**config.mk**
```make
export PLATFORM = sky130hd
export DESIGN_NAME = pulse_seq_scheduler
export DESIGN_NICKNAME = d
export VERILOG_FILES = /design/src/rtl/pulse_seq_pkg.sv /design/src/rtl/pulse_seq_timeout.sv /design/src/rtl/pulse_seq_scheduler.sv
export SDC_FILE = /design/constraint.sdc
export NUM_CORES = 1
export LEC_CHECK = 0
export CAP_MARGIN = 20
export CORE_AREA = 3 3 90 70
export CTS_BUF_LIST = sky130_fd_sc_hd__clkbuf_4
export CTS_CLUSTER_DIAMETER = 50
export DETAILED_ROUTE_END_ITERATION = 16
export DIE_AREA = 0 0 93 73
export PLACE_DENSITY = 0.85
export RECOVER_POWER = 25
export SETUP_SLACK_MARGIN = 0.05
export SYNTH_ARGS = -nofsm -noshare
export SYNTH_HDL_FRONTEND = slang
export SYNTH_SLANG_ARGS = --single-unit
```
**constraint.sdc**
```tcl
create_clock -name clk -period 2.4 [get_ports clk]
set_input_delay 0.48 -clock clk [delete_from_list [all_inputs] [get_ports clk]]
set_output_delay 0.48 -clock clk [all_outputs]
set_load 0.05 [all_outputs]
```
**src/rtl/pulse_seq_pkg.sv**
```systemverilog
// Shared encodings for the pulse sequencer host command scheduler.
// Latency: none (types, constants and one pure helper function).
// Backpressure: not applicable.
package pulse_seq_pkg;

   // Header byte opcode field, bits [7:6]
   typedef enum logic [1:0] {
      OP_WRITE    = 2'b00,
      OP_START    = 2'b01,
      OP_STOP     = 2'b10,
      OP_HALT_ALL = 2'b11
   } op_e;

   // Frame parser states; B3..B0 name the value byte expected next
   typedef enum logic [2:0] {
      ST_IDLE   = 3'd0,
      ST_B3     = 3'd1,
      ST_B2     = 3'd2,
      ST_B1     = 3'd3,
      ST_B0     = 3'd4,
      ST_COMMIT = 3'd5
   } state_e;

   // Header byte layout
   typedef struct packed {
      op_e        op;
      logic [1:0] ch;
      logic [3:0] mask;
   } hdr_t;

   localparam int NUM_CH          = 4;
   localparam int SET_BITS_PER_CH = 4;

   // Bit index of each load strobe inside a channel's 4-bit setting group
   localparam int SET_INITIAL_STATE = 0;
   localparam int SET_INITIAL_COUNT = 1;
   localparam int SET_HI_COUNT      = 2;
   localparam int SET_LO_COUNT      = 3;

   localparam int SETTING_W = NUM_CH * SET_BITS_PER_CH;

   // Place a channel's strobe mask into its slot of the full setting word
   function automatic logic [SETTING_W-1:0] setting_word(input logic [1:0] ch,
                                                         input logic [3:0] mask);
      logic [SETTING_W-1:0] w;
      w = '0;
      w[SET_BITS_PER_CH*int'(ch) +: SET_BITS_PER_CH] = mask;
      return w;
   endfunction

endpackage

```
**src/rtl/pulse_seq_timeout.sv**
```systemverilog
// Inter-byte gap counter: counts idle cycles while a frame is open.
// Latency: expired is a combinational view of the registered count.
// Backpressure: none; saturates at TIMEOUT_CYCLES until cleared.
module pulse_seq_timeout #(
   parameter int TIMEOUT_CYCLES = 1024,
   parameter int CNT_W          = 11
) (
   input  logic clk,
   input  logic rst_n,
   input  logic clear,
   input  logic run,
   output logic expired
);

   localparam logic [CNT_W-1:0] LIMIT = CNT_W'(TIMEOUT_CYCLES);

   logic [CNT_W-1:0] cnt_q;
   logic [CNT_W-1:0] cnt_d;

   // Next count: clear wins, otherwise step while running, holding at the limit
   always_comb begin
      cnt_d = cnt_q;
      if (clear) begin
         cnt_d = '0;
      end else if (run && (cnt_q != LIMIT)) begin
         cnt_d = cnt_q + 1'b1;
      end
   end

   // Count register
   always_ff @(posedge clk or negedge rst_n) begin
      if (!rst_n) begin
         cnt_q <= '0;
      end else begin
         cnt_q <= cnt_d;
      end
   end

   assign expired = run && (cnt_q == LIMIT);

endmodule

```
**src/rtl/pulse_seq_scheduler.sv**
```systemverilog
// Host byte-stream parser driving four pulse sequencer channels (load strobes, run enables).
// Latency: START/STOP/HALT act on the header edge; WRITE strobes one cycle after the last value byte.
// Backpressure: cmd_ready low only in the single COMMIT cycle and during reset.
module pulse_seq_scheduler
   import pulse_seq_pkg::*;
#(
   parameter int TIMEOUT_CYCLES = 1024,
   parameter int CNT_W          = 11
) (
   input  logic                 clk,
   input  logic                 rst_n,
   input  logic [7:0]           cmd,
   input  logic                 cmd_valid,
   output logic                 cmd_ready,
   output logic [31:0]          value,
   output logic [SETTING_W-1:0] setting,
   output logic [NUM_CH-1:0]    operate,
   output logic                 err
);

   state_e              state_q, state_d;
   logic [31:0]         value_q, value_d;
   logic [NUM_CH-1:0]   operate_q, operate_d;
   logic [3:0]          mask_q, mask_d;
   logic [1:0]          ch_q, ch_d;
   logic                blk_q, blk_d;
   logic                err_q, err_d;
   logic                live_q, live_d;

   hdr_t                hdr;
   logic                cmd_acc;
   logic                in_data;
   logic                tmo_expired;

   assign hdr       = hdr_t'(cmd);
   assign cmd_ready = live_q && (state_q != ST_COMMIT);
   assign cmd_acc   = cmd_valid && cmd_ready;
   assign in_data   = (state_q == ST_B3) || (state_q == ST_B2) ||
                      (state_q == ST_B1) || (state_q == ST_B0);

   // Idle-gap watchdog; held cleared whenever no frame is open
   pulse_seq_timeout #(
      .TIMEOUT_CYCLES (TIMEOUT_CYCLES),
      .CNT_W          (CNT_W)
   ) u_timeout (
      .clk     (clk),
      .rst_n   (rst_n),
      .clear   (cmd_acc || !in_data),
      .run     (in_data),
      .expired (tmo_expired)
   );

   // Frame parser: decode headers, collect value bytes, abort on gap timeout
   always_comb begin
      state_d   = state_q;
      value_d   = value_q;
      operate_d = operate_q;
      mask_d    = mask_q;
      ch_d      = ch_q;
      blk_d     = blk_q;
      err_d     = 1'b0;
      live_d    = 1'b1;

      case (state_q)
         ST_IDLE: begin
            if (cmd_acc) begin
               case (hdr.op)
                  OP_WRITE: begin
                     state_d = ST_B3;
                     mask_d  = hdr.mask;
                     ch_d    = hdr.ch;
                     // A running channel must not be reloaded; remember that now
                     blk_d   = operate_q[hdr.ch];
                  end
                  OP_START:    operate_d = operate_q | hdr.mask;
                  OP_STOP:     operate_d = operate_q & ~hdr.mask;
                  OP_HALT_ALL: operate_d = '0;
                  default:     operate_d = operate_q;
               endcase
            end
         end
         ST_B3: begin
            if (cmd_acc) begin
               value_d[31:24] = cmd;
               state_d        = ST_B2;
            end
         end
         ST_B2: begin
            if (cmd_acc) begin
               value_d[23:16] = cmd;
               state_d        = ST_B1;
            end
         end
         ST_B1: begin
            if (cmd_acc) begin
               value_d[15:8] = cmd;
               state_d       = ST_B0;
            end
         end
         ST_B0: begin
            if (cmd_acc) begin
               value_d[7:0] = cmd;
               state_d      = ST_COMMIT;
               // Rejected write flags err during COMMIT; an empty mask is a silent no-op
               err_d        = blk_q && (mask_q != 4'b0000);
            end
         end
         ST_COMMIT: begin
            state_d = ST_IDLE;
         end
         default: begin
            state_d = ST_IDLE;
         end
      endcase

      // A byte arriving in the expiry cycle wins over the abort
      if (in_data && !cmd_acc && tmo_expired) begin
         state_d = ST_IDLE;
         err_d   = 1'b1;
      end
   end

   // Load strobes exist only in COMMIT and only for an accepted write
   always_comb begin
      setting = '0;
      if ((state_q == ST_COMMIT) && !blk_q) begin
         setting = setting_word(ch_q, mask_q);
      end
   end

   // State registers; reset discards any open frame silently
   always_ff @(posedge clk or negedge rst_n) begin
      if (!rst_n) begin
         state_q   <= ST_IDLE;
         value_q   <= '0;
         operate_q <= '0;
         mask_q    <= '0;
         ch_q      <= '0;
         blk_q     <= 1'b0;
         err_q     <= 1'b0;
         live_q    <= 1'b0;
      end else begin
         state_q   <= state_d;
         value_q   <= value_d;
         operate_q <= operate_d;
         mask_q    <= mask_d;
         ch_q      <= ch_d;
         blk_q     <= blk_d;
         err_q     <= err_d;
         live_q    <= live_d;
      end
   end

   assign value   = value_q;
   assign operate = operate_q;
   assign err     = err_q;

endmodule

```
==> results.md <==
* I/O Buffers at 64
* Dominant synthesized flop cell: dfrtp_1
* Register area share after synthesis at 52.10%
* Clock buffer count from CTS at 9
* Net switching fraction of the power at 43.13%
* Buffers & Inverters on Critical Path at 2
* CTS HTree Levels at 3
* Cell variety after synth at 44
* CP Depth at 6
* Top delay family on crit path: simple AND/OR/NAND/NOR gates
* Max_slew headroom at 5.720%
* Initial Util at 52.38%
* Remaining Overflow, GRT at 0
* Final hold slack at 0.4947 ns
* Cell count after synthesis at 232
* Setup Viol. Count Final at 0
* Ys Warns at 0
* Fin crit share at 98.22%
* Crit Path Class: reg2out
* Register area at 1476 um2
* # DRC at 0
* Detailed Route WL at 6944 um
* PD cells at 1188 nW/um2
* NetSw at 2.084 mW
* Worst setup startpoint: ch_q[0]$_DFFE_PN0P_
* Critical path arrival at 1.88 ns
* Leak pwr at 1.707 nW
* Routed wire length per instance at 17.81 um
* Max FO, Critical Path at 6
* WP data required at 1.92 ns
* Sequential fraction of design power at 32.4%
* All-Layer GR Usage at 21.92%
* Register-to-Register Path Depth at 4
* Fraction of layout cells with a size suffix above 1 at 36.51%
* Commonest cells in the netlist: 59 x dfrtp_1, 39 x mux2_2, 14 x and2_1
* Vias per std cell at 5.751
* Die area at 6789 um2
* EDFF count, synth at 0
* Hold_buf cts at 0
* Multi-input logic area at 1400 um2
* Clock insertion delay at the later pin of the skew report at 0.40 ns
* Nets@finish at 328
* Post-Syn Area at 2834 um2
* Area grow syn2layout at 43.53%
* Initial antenna violation count at 0
* Vias in the first global route at 2249
* Final Hold Fails at 0
* Fmax at 0.4242 GHz
* DIE WIDTH at 93 um
* Overall power at 4.833 mW
* Flop2flop setup slack at 0.65 ns
* CP endpoint kind: output pin
* Post-synth ARST share at 100.0%
* TNS Setup at 0 ns
* Synth Register Bits at 59
* VDD IR max at 1057 uV
* Combinational Power Share at 49.3%
* Fill cells at 376
* Deepest clock path buffer count at 2
* HPWL Detailed at 4852 um
* GPL Wtd Cong at 0.7878
* CTS tree: done
* Synth top area cells: dfrtp_1 52%, mux2_2 15%, and2_1 3.1%, ha_1 3.1%, a21oi_1 1.4%
* Internal power at 2.749 mW
* Row cnt at 23
* Hold Path Class: in2async
* Slowest stage delay, CP at 0.38 ns
* Total number of vias at 2243
* Area leader, netlist: dfrtp_1
* Max-slew violation count at 0
* Drt pass-1 iters at 4
* I/O pin count at 65
* Post-synth top area share at 52.10%
* Crit path launch type: flop
* CTS clk-pin slew, worst paths at 0.10 ns
* Tightest Pin Transition at 1.414 ns
* Top-count cell post-synth: dfrtp_1
* Slowest CP cell: dfrtp_1
* Antenna diodes at 0
* Mapped Nets at 250
* Status: complete, no violations
* Max-cap viol count at 0
* RSZ-0062 raised after global routing: yes
* R2r endpoint: value[27]$_DFFE_PN0P_
* Final Skew at 0.008670 ns
* DRT antenna net count at 0
* Worst r2r src: state_q[2]$_DFFE_PN0P_
* Root Driver: clkbuf_4
* Clock Power Share at 18.3%
* Min Clock Period, post-route at 2.357 ns
* DRT iter0 DRCs at 181
* Critical Path, Cell by Cell: inv_2 > ha_4 > nand2_4 > nor4_4 > and2_1 > buf_12
* Core area at 5410 um2
* Clock Sinks at 59
* Syn Area/Cell at 12.22 um2
* Largest net degree at the start of global routing at 60
* Die H at 73 um
* Global-route wire length before repair at 11430 um
==> worst register-to-register path, cell delays in order, from the launching register on <==
cell and delay (ns):
dfrtp_1 0.42, buf_4 0.18, and3b_1 0.26, and3_1 0.40, mux2_2 0.39
==> metrics by stage <==
step | util, % | area (um2) | setup slack [ns] | cells
after floorplan | - | 2834 | 0.2322 | 232
after global placement | 69.47 | 3759 | 0.2142 | 373
after detailed placement | 69.47 | 3759 | 0.08482 | 373
after CTS | 74.75 | 4044 | 0.02474 | 390
after global routing | 75.19 | 4068 | -0.04857 | 390
final | 75.19 | 4068 | 0.04282 | 390
==> state kept, by name (all words and copies together), names as in the netlist <==
signal           count
ch_q                 2
u_timeout.cnt_q     11
state_q              3
operate              4
live_q               1
err                  1
blk_q                1
value               32
mask_q               4
==> placed cells by master (no fill, tap or decap), drive strengths merged, types with 5 or more instances in the layout <==
cell type | Yosys | final
mux2 | 39 | 39
nand4 | 6 | 6
a21oi | 8 | 8
dfrtp | 59 | 59
and2 | 14 | 14
clkbuf | 2 | 11
buf | 7 | 29
nand3 | 8 | 8
nor2 | 6 | 6
ha | 7 | 7
clkdlybuf4s50 | 0 | 46
inv | 9 | 9
o21ai | 5 | 5
nand2 | 8 | 8
==> power by group through the flow <==
stage          clock network (mW)  logic, mW  registers (mW)
3_5_place_dp                    0       2.19            1.57
2_1_floorplan                   0      0.598            2.39
5_1_grt                     0.941       2.49            1.61
3_3_place_gp                    0       2.15            1.55
6_report                    0.885       2.38            1.57
4_1_cts                     0.901       2.35            1.56
==> how the worst max path moves through the flow <==
stage	endpoint
after global placement	setting[8]
final	setting[8]
after detailed placement	setting[10]
after CTS	setting[10]
after floorplan	setting[0]
after global routing	setting[15]
==> cell families after synthesis <==
family	Yosys count	synth area share [%]
AOI/OAI and AO/OA	34	8.168
xor gates and xnor gates	3	0.9273
DFF	59	52.10
buffers and inverters	18	2.782
muxes	42	17.00
other	1	0.1323
adders and majority gates	7	3.090
and+or+nand+nor	68	15.81
==> per-layer routing <==
metal	vias up	wire length, um	GRT usage, %
li1	1027	-	-
met3	7	490	8.866
met2	86	3447	35.36
met1	1123	2948	28.03
met5	-	0	0
met4	0	57	5.041
==> area by class of cell <==
class | instances | area share (%)
flip-flops and latches | 59 | 36.30
multi-input cells | 155 | 34.42
repair buffers | 76 | 21.75
clock inverters | 6 | 2.553
well taps | 75 | 2.307
clock buffers | 10 | 1.846
inverters | 9 | 0.8305
==> what timing repair did <==
item | in CTS | in global routing
pin swaps | 4 | 5
buffers inserted | 1 | 0
endpoints found under the setup margin | 14 | 14
resized for setup | 19 | 9
(Power assumes the default switching activity.)
